<file path="src/rtl/pio_irq_servicer_pkg.sv">
`default_nettype none
// +----------------------------------------------------------------------------+
// | Package     : pio_pkg                                                       |
// | Description : Shared definitions for the PIO interrupt servicer: PIO        |
// |               register offsets, servicer FSM state encoding and the         |
// |               per-cycle Avalon-MM command bundle with helper constructors.  |
// | Revision    : 1.0 - initial release                                         |
// +----------------------------------------------------------------------------+
package pio_pkg;

   // PIO register map (word offsets on avm_address)
   localparam logic [1:0] PIO_DATA     = 2'd0;
   localparam logic [1:0] PIO_DIR      = 2'd1;
   localparam logic [1:0] PIO_IRQ_MASK = 2'd2;
   localparam logic [1:0] PIO_EDGE     = 2'd3;

   // Servicer FSM states, explicit 3-bit encoding
   typedef enum logic [2:0] {
      ST_INIT     = 3'd0,
      ST_CLR0     = 3'd1,
      ST_IDLE     = 3'd2,
      ST_RD_EDGE  = 3'd3,
      ST_CAP_EDGE = 3'd4,
      ST_RD_DATA  = 3'd5,
      ST_CAP_DATA = 3'd6,
      ST_PUSH     = 3'd7
   } svc_state_e;

   // One bus cycle worth of master command. wr_mask selects IRQ_MASK as the
   // write payload; every other write, and every read, carries zero data.
   typedef struct packed {
      logic       chipselect;
      logic       write_n;
      logic [1:0] address;
      logic       wr_mask;
   } avm_cmd_t;

   function automatic avm_cmd_t avm_nop();
      avm_cmd_t c;
      c.chipselect = 1'b0;
      c.write_n    = 1'b1;
      c.address    = 2'd0;
      c.wr_mask    = 1'b0;
      return c;
   endfunction

   function automatic avm_cmd_t avm_rd(input logic [1:0] addr);
      avm_cmd_t c;
      c.chipselect = 1'b1;
      c.write_n    = 1'b1;
      c.address    = addr;
      c.wr_mask    = 1'b0;
      return c;
   endfunction

   function automatic avm_cmd_t avm_wr(input logic [1:0] addr, input logic use_mask);
      avm_cmd_t c;
      c.chipselect = 1'b1;
      c.write_n    = 1'b0;
      c.address    = addr;
      c.wr_mask    = use_mask;
      return c;
   endfunction

endpackage
`default_nettype wire

</file>
<file path="src/rtl/pio_irq_servicer.sv">
`default_nettype none
// +----------------------------------------------------------------------------+
// | Module      : pio_irq_servicer                                              |
// | Description : Avalon-MM master that services an edge-capturing input PIO    |
// |               from its irq line. After reset it programs the irq mask and   |
// |               clears stale edges, then sleeps. On irq it reads and clears   |
// |               edge_capture, reads the data register and presents            |
// |               {edges, data} as one event on a valid/ready stream.           |
// | Revision    : 1.0 - initial release                                         |
// +----------------------------------------------------------------------------+
// | Ports                                                                       |
// |   clk              in   system clock                                        |
// |   reset_n          in   asynchronous active-low reset                       |
// |   enable_i         in   gates the start of a new service sequence           |
// |   irq_i            in   PIO interrupt request (level)                       |
// |   avm_address_o    out  PIO register offset                                 |
// |   avm_chipselect_o out  one-cycle access strobe                             |
// |   avm_write_n_o    out  active-low write                                    |
// |   avm_writedata_o  out  write data (zero on reads)                          |
// |   avm_readdata_i   in   read data, valid one cycle after the address        |
// |   evt_valid_o      out  event available                                     |
// |   evt_ready_i      in   downstream accepts event                            |
// |   evt_edges_o      out  edge_capture snapshot                               |
// |   evt_data_o       out  data register snapshot                              |
// |   evt_count_o      out  saturating count of delivered events               |
// |   busy_o           out  high in every state other than IDLE                 |
// +----------------------------------------------------------------------------+
module pio_irq_servicer
   import pio_pkg::*;
#(
   // DATA_WIDTH must lie in 1..32 (it is sliced out of the 32-bit bus)
   parameter int                    DATA_WIDTH = 10,
   parameter logic [DATA_WIDTH-1:0] IRQ_MASK   = 10'h3FF,
   parameter int                    CNT_WIDTH  = 16
) (
   input  logic                  clk,
   input  logic                  reset_n,
   input  logic                  enable_i,
   input  logic                  irq_i,
   output logic [1:0]            avm_address_o,
   output logic                  avm_chipselect_o,
   output logic                  avm_write_n_o,
   output logic [31:0]           avm_writedata_o,
   input  logic [31:0]           avm_readdata_i,
   output logic                  evt_valid_o,
   input  logic                  evt_ready_i,
   output logic [DATA_WIDTH-1:0] evt_edges_o,
   output logic [DATA_WIDTH-1:0] evt_data_o,
   output logic [CNT_WIDTH-1:0]  evt_count_o,
   output logic                  busy_o
);

   svc_state_e            state_q, state_d;
   avm_cmd_t              bus_cmd;
   logic                  cap_edges;
   logic                  cap_data;

   logic [DATA_WIDTH-1:0] edges_q, edges_d;
   logic [DATA_WIDTH-1:0] data_q, data_d;
   logic                  evt_valid_q, evt_valid_d;
   logic [CNT_WIDTH-1:0]  count_q, count_d;

   logic                  handshake;
   logic                  edges_zero;
   logic                  cap_event;

   assign handshake  = evt_valid_q & evt_ready_i;
   assign edges_zero = (edges_q == '0);
   // A zero edge snapshot means the irq was spurious: finish the data read
   // but publish nothing.
   assign cap_event  = cap_data & ~edges_zero;

   // ------------------------------------------------------------------
   // FSM: state register
   // ------------------------------------------------------------------
   always_ff @(posedge clk or negedge reset_n) begin
      if (!reset_n) begin
         state_q <= ST_INIT;
      end else begin
         state_q <= state_d;
      end
   end

   // ------------------------------------------------------------------
   // FSM: next-state logic
   // ------------------------------------------------------------------
   always_comb begin
      state_d = state_q;
      case (state_q)
         ST_INIT:     state_d = ST_CLR0;
         ST_CLR0:     state_d = ST_IDLE;
         ST_IDLE:     if (irq_i && enable_i) state_d = ST_RD_EDGE;
         ST_RD_EDGE:  state_d = ST_CAP_EDGE;
         ST_CAP_EDGE: state_d = ST_RD_DATA;
         ST_RD_DATA:  state_d = ST_CAP_DATA;
         ST_CAP_DATA: state_d = edges_zero ? ST_IDLE : ST_PUSH;
         // irq is deliberately not looked at here: edge_capture is sticky,
         // so anything arriving under backpressure is picked up next pass.
         ST_PUSH:     if (handshake) state_d = ST_IDLE;
         default:     state_d = ST_INIT;
      endcase
   end

   // ------------------------------------------------------------------
   // FSM: output logic (bus command and capture strobes)
   // ------------------------------------------------------------------
   always_comb begin
      bus_cmd   = avm_nop();
      cap_edges = 1'b0;
      cap_data  = 1'b0;
      case (state_q)
         ST_INIT:     bus_cmd = avm_wr(PIO_IRQ_MASK, 1'b1);
         // Discard edges the PIO latched while reset was being released.
         ST_CLR0:     bus_cmd = avm_wr(PIO_EDGE, 1'b0);
         ST_RD_EDGE:  bus_cmd = avm_rd(PIO_EDGE);
         // Clear immediately behind the read so only edges arriving in this
         // very cycle can be lost (the PIO clears all bits at once).
         ST_CAP_EDGE: begin
            bus_cmd   = avm_wr(PIO_EDGE, 1'b0);
            cap_edges = 1'b1;
         end
         ST_RD_DATA:  bus_cmd = avm_rd(PIO_DATA);
         ST_CAP_DATA: cap_data = 1'b1;
         default:     bus_cmd = avm_nop();
      endcase
   end

   // ------------------------------------------------------------------
   // Event datapath and saturating delivery counter
   // ------------------------------------------------------------------
   always_comb begin
      edges_d     = edges_q;
      data_d      = data_q;
      evt_valid_d = evt_valid_q;
      count_d     = count_q;

      if (cap_edges) begin
         edges_d = avm_readdata_i[DATA_WIDTH-1:0];
      end
      if (cap_event) begin
         data_d      = avm_readdata_i[DATA_WIDTH-1:0];
         evt_valid_d = 1'b1;
      end else if (handshake) begin
         evt_valid_d = 1'b0;
      end
      if (handshake && (count_q != '1)) begin
         count_d = count_q + 1'b1;
      end
   end

   always_ff @(posedge clk or negedge reset_n) begin
      if (!reset_n) begin
         edges_q     <= '0;
         data_q      <= '0;
         evt_valid_q <= 1'b0;
         count_q     <= '0;
      end else begin
         edges_q     <= edges_d;
         data_q      <= data_d;
         evt_valid_q <= evt_valid_d;
         count_q     <= count_d;
      end
   end

   // ------------------------------------------------------------------
   // Outputs. The bus command is decoded from the state, and the reset
   // state (INIT) already carries the mask write; qualifying with reset_n
   // keeps the bus quiet while reset is held and lets the INIT write appear
   // in the first cycle after release.
   // ------------------------------------------------------------------
   assign avm_chipselect_o = bus_cmd.chipselect & reset_n;
   assign avm_write_n_o    = bus_cmd.write_n | ~reset_n;
   assign avm_address_o    = reset_n ? bus_cmd.address : 2'd0;
   assign avm_writedata_o  = (reset_n && bus_cmd.wr_mask) ? 32'(IRQ_MASK) : 32'd0;

   assign evt_valid_o = evt_valid_q;
   assign evt_edges_o = edges_q;
   assign evt_data_o  = data_q;
   assign evt_count_o = count_q;
   assign busy_o      = reset_n & (state_q != ST_IDLE);

   // Upper read-data bits carry nothing for a narrow PIO.
   generate
      if (DATA_WIDTH < 32) begin : g_rdata_unused
         logic unused_rdata_hi;
         assign unused_rdata_hi = ^avm_readdata_i[31:DATA_WIDTH];
      end
   endgenerate

endmodule
`default_nettype wire

</file>
<file path="config.mk">
export PLATFORM = sky130hd
export DESIGN_NAME = pio_irq_servicer
export DESIGN_NICKNAME = d
export VERILOG_FILES = /design/src/rtl/pio_irq_servicer_pkg.sv /design/src/rtl/pio_irq_servicer.sv
export SDC_FILE = /design/constraint.sdc
export NUM_CORES = 1
export LEC_CHECK = 0
export BUFFER_PORTS_ARGS = -buffer_cell sky130_fd_sc_hd__buf_2
export CORE_AREA = 2 2 89 91
export CTS_BUF_LIST = sky130_fd_sc_hd__clkbuf_4
export DETAILED_ROUTE_END_ITERATION = 8
export DIE_AREA = 0 0 91 93
export MAX_ROUTING_LAYER = met4
export PLACE_DENSITY_LB_ADDON = 0.12
export SYNTH_ARGS = -nofsm -noshare
export SYNTH_HDL_FRONTEND = slang
export SYNTH_SLANG_ARGS = --single-unit
</file>
<file path="constraint.sdc">
create_clock -name clk -period 2.9 [get_ports clk]
set_input_delay 0.145 -clock clk [delete_from_list [all_inputs] [get_ports clk]]
set_output_delay 0.145 -clock clk [all_outputs]
set_load 0.05 [all_outputs]
</file>
## Yosys cells after proc, flatten, opt, wreduce, memory -nomap -nowiden

Cells that the tools add are included.
Widths: inputs -> output; s select.

- Flip-flop bits (word level): 40
- Output and inout bits: 74
- Logic and storage cells: 43

- Multiplexer cells: 11
- Eq/ne operators: 11
- Add/subtract/negate cells: 1
- Reduce and logical (&&, ||, !) cells: 8
- Bitwise operators: 7

Operators by type and width:

| kind | number |
|---|---|
| $pmux 3 s8 | 1 |
| $pmux 5 s4 | 1 |
| $add 16x1->16 const B | 1 |
| $ne 16x16->1 const B | 1 |
| $eq 3x3->1 const B | 4 |
| $logic_not 10->1 | 1 |
| $mux 10 | 1 |
| $mux 3 | 3 |
| $eq 3x2->1 const B | 2 |
| $and 1x1->1 | 4 |
| $mux 1 | 4 |
| $ne 2x2->1 const B | 2 |
| $eq 3x1->1 const B | 1 |
| $logic_and 1x1->1 | 3 |
| $logic_not 3->1 | 1 |
| $ne 3x2->1 const B | 1 |
| $mux 2 | 1 |
| $not 1->1 | 2 |
| $reduce_and 2->1 | 1 |
| $reduce_bool 2->1 | 1 |
| $reduce_or 2->1 | 1 |
| $or 1x1->1 | 1 |

## Longest topological paths before layout

Gate-level depths: netlist (run 1).

- Word-level depth: 5
- Gate-level depth with buffers: 5
- Mapped depth without buffers: 5

## Worst setup path before layout (run 1)

OpenSTA, ideal clock, no wires.

- Kind: register to output
- Start point: register state_q[0]
- End point: output port avm_writedata_o[1]
- Data required time: 2755 ps
- Setup slack: -631 ps
- Cell stages (with the launch flop): 4
- Arrival time: 3386 ps
- Cells stage by stage: dfrtp_1 clkbuf_1 nor4b_1 buf_4

- Word-level cells in the longest chain between the ends: 5
- Elaborated cells between the ends (all ways): 9
- Classes of those cells: eq/ne (4); mux (2); reduce/logical (3)

Ends and longest elaborated chain:

| what | line | RTL |
|---|---|---|
| start: declaration | pio_irq_servicer.sv:53 | `svc_state_e state_q, state_d;` |
| start signal: assignment | pio_irq_servicer.sv:80 | `state_q <= state_d;` |
| $eq 3x3->1 or $eq 3x1->1 (tied branches) | pio_irq_servicer.sv:111 | `case (state_q)` |
| $reduce_or 2->1 (no line) | -- |  |
| $pmux 5 s4 (*) | pio_irq_servicer.sv:111 |  |
| $logic_and 1x1->1 (*) | pio_irq_servicer.sv:174 | `assign avm_writedata_o = (reset_n && bus_cmd.wr_mask) ? 32'(IRQ_MASK) : 32'd0;` |
| $mux 10 (*) | pio_irq_servicer.sv:174 |  |
| end: declaration | pio_irq_servicer.sv:43 | `output logic [31:0] avm_writedata_o,` |

Mark *: on every way between the ends. The rest lies on a longest branch, timed or not.

## Final worst setup path (run 1)

- Start point: register state_q[0]
- End point: output port avm_writedata_o[7]

Same word-level chain as after synthesis.

==> flow_metrics.tcl, run 1 <==
set metrics [dict create \
    antenna_cells 0 \
    setup_viol 0 \
    layout_min_cycle_time_ps 1960 \
    initial_utilization_pct 28.2 \
    crit_arrival_ps 1810 \
    cp_cell_sequence "nor4b_2, buf_2" \
    power_per_cell_area_nw_per_um2 1160 \
    cp_max_fo 13 \
    ys_warn_count 0 \
    path_delay_family "simple AND/OR/NAND/NOR gates" \
    synth_compound_area_share_pct 6.02 \
    antenna_found_initial 0 \
    routabilityCongestion 0.738 \
    fmax_mhz 511 \
    pre_cts_slack_ps 976 \
    crit_buf_inv 1 \
    critPathCaptureType "primary output" \
    grt_max_degree 40 \
    post_synth_xor_area_fraction_pct 4.55 \
    netlist_top_cells_count "40 x dfrtp_1, 31 x buf_4, 18 x mux2_1" \
    vias_per_cell 4.21 \
    power.leakage_nw 1.26 \
    synth_area_leaders "dfrtp_1 47%, buf_4 11%, mux2_1 9.6%" \
    grt_pass1_vias 1398 \
    synthFlopType "dfrtp_1" \
    synthCells 189 \
    syn_avg_cell_area_um2 11.2 \
    postLayoutSetupSlackWorst_ps 943 \
    utilization_pct 34.0 \
    dieArea_um2 8460 \
    drive_gt1_share_pct 35.3 \
    firstDrtPassIters 3 \
    period_share_pct 67.5 \
    routedWlPerCell_um 12.5 \
    hold_viol 0 \
    relSlewSlack_pct 63.0 \
    route.detailed.drc 0 \
    synth_top_family_by_area "simple AND/OR/NAND/NOR gates" \
    cp.required_ps 2760 \
    ys_seq_elements 40 \
    worst_slew_pin_slew_ps 554 \
    h-tree-depth 2 \
    maxSlewViolCount 0 \
    cts_root_buf "clkbuf_4" \
    min_path_type "in2reg" \
    drv_cap 0 \
    clkTransAtPathRegs_ps 130 \
    vias 1489 \
    status "finished, final reports clean" \
    grt_pass1_wl_mm 7.13 \
    ant_nets 0 \
    cts_num_sinks 40 \
    track_usage_pct 10.9 \
    synth_top_cell_area_share_pct 47.2 \
    power.total_mw 2.96 \
    dpl_cell_area_um2 2410 \
    crit_slowest_cell "nor4b_2" \
    async_flop_share_pct 100 \
    dr.first_iter.drc_count 30 \
    fin_nets 290 \
    clock_path_buffers 2 \
    fin_setup_tns_ps 0 \
    worst_ir_drop_vdd_v 0.000438 \
    core_region_area_um2 7530 \
    clk_latency_ps 340 \
    io_pins 111 \
    overflow 0 \
    yosys.area_share.simple_pct 16.8 \
    routed_wl_mm 4.42 \
    synth-edff-count 0 \
    rows 32 \
    yosysTopAreaCell "dfrtp_1" \
    cts_buffers 5 \
    die_h_um 93 \
    fp.dieW_um 91 \
    start_kind "flop" \
    muxShareOfSynthArea_pct 11.9 \
    final_cell_area_um2 2560 \
    cpPeakStageDelay_ps 580 \
    post-synth-top-count-cell "dfrtp_1" \
    rsz0062_at_grt "no" \
    area_growth_pct 20.7 \
    worstSetupPathType "reg2out" \
    skew_ps 13.0 \
    netlist_area_um2 2120 \
    dp_hpwl_mm 3.28 \
    synth.distinct_cells 40 \
    fillers 812 \
    io_buffers 66 \
    cts_tree "built" \
    ys_seq_area_share_pct 47.2 \
    synthAdderAreaFrac_pct 0.590 \
]
==> where the power goes <==
part,internal [mW],leakage [nW],switching (mW)
combinational,0.395,0.726,1.13
sequential,0.770,0.486,0.213
clock,0.264,0.0513,0.186
==> registers in the layout (all words and copies together) (netlist names) <==
| register | flops |
|---|---|
| evt_valid_o | 1 |
| evt_count_o | 16 |
| evt_edges_o | 10 |
| evt_data_o | 10 |
| state_q | 3 |
==> placed cells by master (no fill, tap or decap), types with 4 or more instances in the layout <==
cell type,instances
nand2_1,8
dlygate4sd3_1,5
nand3_1,6
nor4_2,4
nor2_1,10
buf_2,66
a21oi_1,8
clkbuf_4,5
mux2_1,18
dfrtp_1,40
conb_1,22
xor2_1,10
==> routing by layer <==
metal	global-route usage (%)	up-vias	part of all wire [%]
li1	-	736	-
met4	3.41	0	0.86
met3	2.66	5	5.0
met5	-	-	0
met1	14.4	699	46
met2	16.5	49	48
==> worst paths after layout <==
check,start,to,slack [ps],depth (start not counted)
worst max register to register,evt_edges_o[1],evt_data_o[9],1000,4
max in group asynchronous,reset_n,evt_count_o[15],2030,3
worst min-delay path,avm_readdata_i[5],evt_data_o[5],20,2
min in group asynchronous,reset_n,evt_valid_o,170,2
worst max-delay path,state_q[0],avm_writedata_o[7],940,2
worst min register to register,evt_data_o[5],evt_data_o[5],500,1
==> stage by stage <==
| step | instances | hold WS, ps |
|---|---|---|
| final | 354 | 22.1 |
| after global routing | 354 | 5.20 |
| after CTS | 351 | 2.67 |
| after detailed placement | 342 | -25.5 |
| after global placement | 342 | -19.0 |
| after floorplan | 210 | -151 |
==> what timing repair did <==
| item | CTS | global route |
|---|---|---|
| resized for setup | 0 | 0 |
| endpoints found under the hold margin | 41 | 3 |
| setup buffers | 0 | 0 |
| hold buffers | 2 | 3 |
==> layout make-up <==
cell class / count / area [um^2] / area share, %
Clock buffer: 5 / 37.5 / 1.47
Clock inverter: 2 / 60.1 / 2.35
Inverter: 3 / 11.3 / 0.440
Multi-Input combinational cell: 130 / 933 / 36.5
Sequential cell: 40 / 1000 / 39.1
Tap cell: 102 / 128 / 4.99
Timing Repair Buffer: 72 / 388 / 15.2
==> cell families after synthesis <==
group,Yosys count
mux,22
buf+inv,40
flops,40
simple gates,54
xor+xnor,11
other cells,1
fa+ha+maj,1
compound gates,20
Power figures use the tool's default switching activity.
==> inputs of run 2 (changes only) <==
==> constraint.sdc (replaced) <==
create_clock -name clk -period 1.9 [get_ports clk]
set_input_delay 0.095 -clock clk [delete_from_list [all_inputs] [get_ports clk]]
set_output_delay 0.095 -clock clk [all_outputs]
set_load 0.05 [all_outputs]
==> flow_metrics.tcl, run 2 (synthesized netlist as in run 1, its figures left out) <==
set metrics [dict create \
    final_cell_mix "57 x buf_2, 39 x dfrtp_1, 22 x conb_1" \
    largest_reg_flops 16 \
    die_h_um 93 \
    vias 1541 \
    track_usage_pct 11.2 \
    period_share_pct 91.0 \
    layout_min_cycle_time_ps 1730 \
    crit_slowest_cell "dfrtp_2" \
    ff2ff_path_depth 5 \
    routedWlPerCell_um 12.2 \
    initial_utilization_pct 28.2 \
    firstDrtPassIters 4 \
    rows 32 \
    hold_viol 0 \
    r2r_end "evt_data_o[7]" \
    rrSetupSlack_ps 200 \
    dr.first_iter.drc_count 40 \
    dieArea_um2 8460 \
    clkTransAtPathRegs_ps 120 \
    grt_pass1_wl_mm 7.36 \
    routabilityCongestion 0.721 \
    critPathCaptureType "primary output" \
    worst_ir_drop_vdd_v 0.000735 \
    cts_buffers 5 \
    power.leakage_nw 1.32 \
    skew_ps 13.2 \
    routed_wl_mm 4.56 \
    grt_pass1_vias 1500 \
    drv_cap 0 \
    cts_num_sinks 40 \
    clk_latency_ps 350 \
    antenna_cells 0 \
    crit_arrival_ps 1630 \
    postLayoutSetupSlackWorst_ps 172 \
    fin_setup_tns_ps 0 \
    h-tree-depth 2 \
    crit_buf_inv 2 \
    grt_max_degree 41 \
    vias_per_cell 4.13 \
    endpoint "avm_address_o[0]" \
    power_per_cell_area_nw_per_um2 1640 \
    io_pins 111 \
    fin_nets 308 \
    overflow 0 \
    core_region_area_um2 7530 \
    worst_slew_pin_slew_ps 508 \
    r2r_start "evt_edges_o[1]" \
    fp.dieW_um 91 \
    final_common_cell "buf_2" \
    io_buffers 66 \
    cts_tree "built" \
    cp_max_fo 9 \
    rsz0062_at_grt "no" \
    relSlewSlack_pct 66.2 \
    cp.required_ps 1800 \
    status "finished, final reports clean" \
    ant_nets 0 \
    cpPeakStageDelay_ps 470 \
    area_growth_pct 27.7 \
    pre_cts_slack_ps 34.7 \
    fmax_mhz 579 \
    worstSetupPathType "reg2out" \
    startpoint "state_q[0]" \
    drive_gt1_share_pct 37.6 \
    min_path_type "in2reg" \
    clock_path_buffers 2 \
    dp_hpwl_mm 3.32 \
    start_kind "flop" \
    antenna_found_initial 0 \
    setup_viol 0 \
    cp.depth 5 \
    cts_root_buf "clkbuf_4" \
    path_delay_family "flip-flops" \
    fillers 814 \
    route.detailed.drc 0 \
    cp_cell_sequence "buf_4, a21boi_1, and2_1, o21a_1, clkbuf_4" \
    maxSlewViolCount 0 \
]
-- run 2: how the worst min path moves through the flow --
| stage | from | end | slack [ps] | depth (start not counted) |
|---|---|---|---|---|
| after floorplan | reset_n | evt_count_o[0] | -200 | 0 |
| after global placement | evt_ready_i | evt_valid_o | 320 | 2 |
| after detailed placement | evt_ready_i | evt_valid_o | 330 | 2 |
| after CTS | enable_i | state_q[0] | 170 | 5 |
| after global routing | enable_i | state_q[0] | 190 | 5 |
| final | enable_i | state_q[0] | 180 | 5 |
-- run 2: power by group --
group          switching [mW]  internal [mW]
clock network           0.296          0.140
logic                    1.85          0.736
registers               0.246           1.18
-- run 2: worst reg2reg max path: stages, from the launching register on --
cell     delay [ps]
dfrtp_1         400
nor4_1          300
buf_4           160
nand3_1         110
and4b_4         290
mux2_1          320
-- run 2: cell type report --
type | count | area (um^2) | area share, %
Clock buffer | 5 | 37.5 | 1.39
Clock inverter | 3 | 18.8 | 0.693
Inverter | 3 | 11.3 | 0.416
Multi-Input combinational cell | 130 | 946 | 35.0
Sequential cell | 40 | 1000 | 37.0
Tap cell | 102 | 128 | 4.72
Timing Repair Buffer | 90 | 563 | 20.8
-- run 2: repair_timing --
item | CTS | global route
endpoints found under the hold margin | 61 | 0
resized for setup | 0 | 13
hold buffers | 12 | 0
endpoints found under the setup margin | 0 | 22
setup buffers | 0 | 1
-- run 2: per-stage QoR --
stage / total power, mW / util [%] / hold slack, ps / cells / instance area, um^2
after floorplan: 3.41 / - / -201 / 210 / 2210
after global placement: 4.01 / 33.1 / 324 / 352 / 2490
after detailed placement: 4.02 / 33.1 / 329 / 352 / 2490
after CTS: 4.49 / 35.5 / 173 / 372 / 2670
after global routing: 4.72 / 36.0 / 186 / 373 / 2710
final: 4.45 / 36.0 / 181 / 373 / 2710
-- run 2: metal layers --
layer,up-vias,routed length (um),global-route usage [%]
li1,769,-,-
met2,47,2230,17.5
met5,-,0,-
met4,0,37,3.54
met3,5,237,3.30
met1,720,2050,14.1
==> inputs of run 3 (changes only) <==
--- a/config.mk
+++ b/config.mk
@@ -12,6 +12,7 @@
 export DIE_AREA = 0 0 91 93
 export MAX_ROUTING_LAYER = met4
 export PLACE_DENSITY_LB_ADDON = 0.12
+export REMOVE_ABC_BUFFERS = 1
 export SYNTH_ARGS = -nofsm -noshare
 export SYNTH_HDL_FRONTEND = slang
 export SYNTH_SLANG_ARGS = --single-unit
==> constraint.sdc (replaced) <==
create_clock -name clk -period 1.5 [get_ports clk]
set_input_delay 0.075 -clock clk [delete_from_list [all_inputs] [get_ports clk]]
set_output_delay 0.075 -clock clk [all_outputs]
set_load 0.05 [all_outputs]
==> flow_metrics.tcl, run 3 (synthesized netlist as in run 1, its figures left out) <==
set metrics [dict create \
    final_cell_mix "52 x buf_2, 43 x buf_4, 38 x dfrtp_1" \
    pre_cts_slack_ps -342 \
    core_region_area_um2 7530 \
    min_path_type "in2reg" \
    layout_min_cycle_time_ps 1650 \
    route.detailed.drc 0 \
    layout.cells.non_filler 414 \
    worst_ir_drop_vdd_v 0.000751 \
    initial_utilization_pct 28.2 \
    fmax_mhz 604 \
    drive_gt1_share_pct 56.1 \
    clkTransAtPathRegs_ps 120 \
    status "complete, but fails checks" \
    antenna_found_initial 0 \
    firstDrtPassIters 4 \
    dpl_cell_area_um2 2710 \
    cts_tree "built" \
    crit_arrival_ps 1580 \
    maxSlewViolCount 0 \
    cts_num_sinks 40 \
    fin_nets 350 \
    critPathCaptureType "primary output" \
    clk_latency_ps 350 \
    whs_path_depth 5 \
    io_buffers 66 \
    cts_root_buf "clkbuf_4" \
    final_cell_area_um2 3400 \
    die_h_um 93 \
    fillers 769 \
    routedWlPerCell_um 13.4 \
    grt_pass1_wl_mm 8.77 \
    dieArea_um2 8460 \
    hold_start "irq_i" \
    utilization_pct 45.2 \
    final_common_cell "buf_2" \
    startpoint "state_q[2]" \
    hold_viol 0 \
    fp.dieW_um 91 \
    h-tree-depth 2 \
    skew_ps 9.84 \
    dp.cells 382 \
    setup_viol 23 \
    rsz0062_at_grt "yes" \
    postLayoutSetupSlackWorst_ps -155 \
    grt_pass1_vias 1828 \
    grt_max_degree 34 \
    period_share_pct 110 \
    cp.required_ps 1420 \
    largest_reg_flops 16 \
    vias_per_cell 4.25 \
    cp_max_fo 6 \
    overflow 0 \
    routed_wl_mm 5.55 \
    dp_hpwl_mm 3.79 \
    power.leakage_nw 1.67 \
    dr.first_iter.drc_count 34 \
    vias 1759 \
    start_kind "flop" \
    r2r_start "evt_edges_o[2]" \
    violations "negative setup slack" \
    antenna_cells 0 \
    power_per_cell_area_nw_per_um2 1950 \
    ff2ff_path_depth 4 \
    cts_buffers 5 \
    drv_cap 0 \
    track_usage_pct 13.3 \
    worstSetupPathType "reg2out" \
    rows 32 \
    io_pins 111 \
    clock_path_buffers 2 \
    power.total_mw 6.62 \
    ant_nets 0 \
    routabilityCongestion 0.715 \
    area_growth_pct 60.4 \
]
run 3: layout make-up:
type	instances	area [um^2]	area share [%]
Multi-Input combinational cell	130	1210	35.7
Sequential cell	40	1000	29.5
Timing Repair Buffer	132	996	29.3
Tap cell	102	128	3.75
Clock buffer	5	37.5	1.10
Clock inverter	2	12.5	0.368
Inverter	3	11.3	0.331
run 3: metrics by stage:
stage          hold slack [ps]  setup TNS (ps)
2_1_floorplan             -221         -148010
3_3_place_gp              66.2           -2460
3_5_place_dp              63.0           -3250
4_1_cts                    134           -2670
5_1_grt                    196           -4490
6_report                   152           -2380
run 3: critical path, stage by stage (launching register included):
cell	delay, ps
dfrtp_1	410
buf_6	140
nor4b_4	330
buf_6	190
buf_6	160
run 3: report_power, final:
| part | total (mW) | switching (mW) | internal (mW) |
|---|---|---|---|
| logic | 4.27 | 2.67 | 1.60 |
| registers | 1.81 | 0.313 | 1.50 |
| clock network | 0.547 | 0.375 | 0.171 |
| total | 6.62 | 3.36 | 3.27 |
run 3: worst paths after layout:
check,end,slack (ps)
max reg2reg,evt_data_o[6],-90
max,avm_writedata_o[3],-150
min reg2reg,evt_data_o[1],490
max in group asynchronous,state_q[1],780
min in group asynchronous,evt_count_o[0],250
min,state_q[0],150
run 3: timing repair:
action,in CTS,in global routing
hold buffers,12,0
buffers inserted,4,9
gates cloned,1,0
pin swaps,3,17
gates resized for setup,54,47
setup endpoints to repair,30,49
hold endpoints to repair,61,0
run 3: per-layer routing:
layer	wire length [um]	track usage (%)	part of all wire, %
met1	2390	16.1	43
met2	2880	22.2	52
met3	230	2.90	4.1
met4	49	4.17	0.88
met5	0	-	0
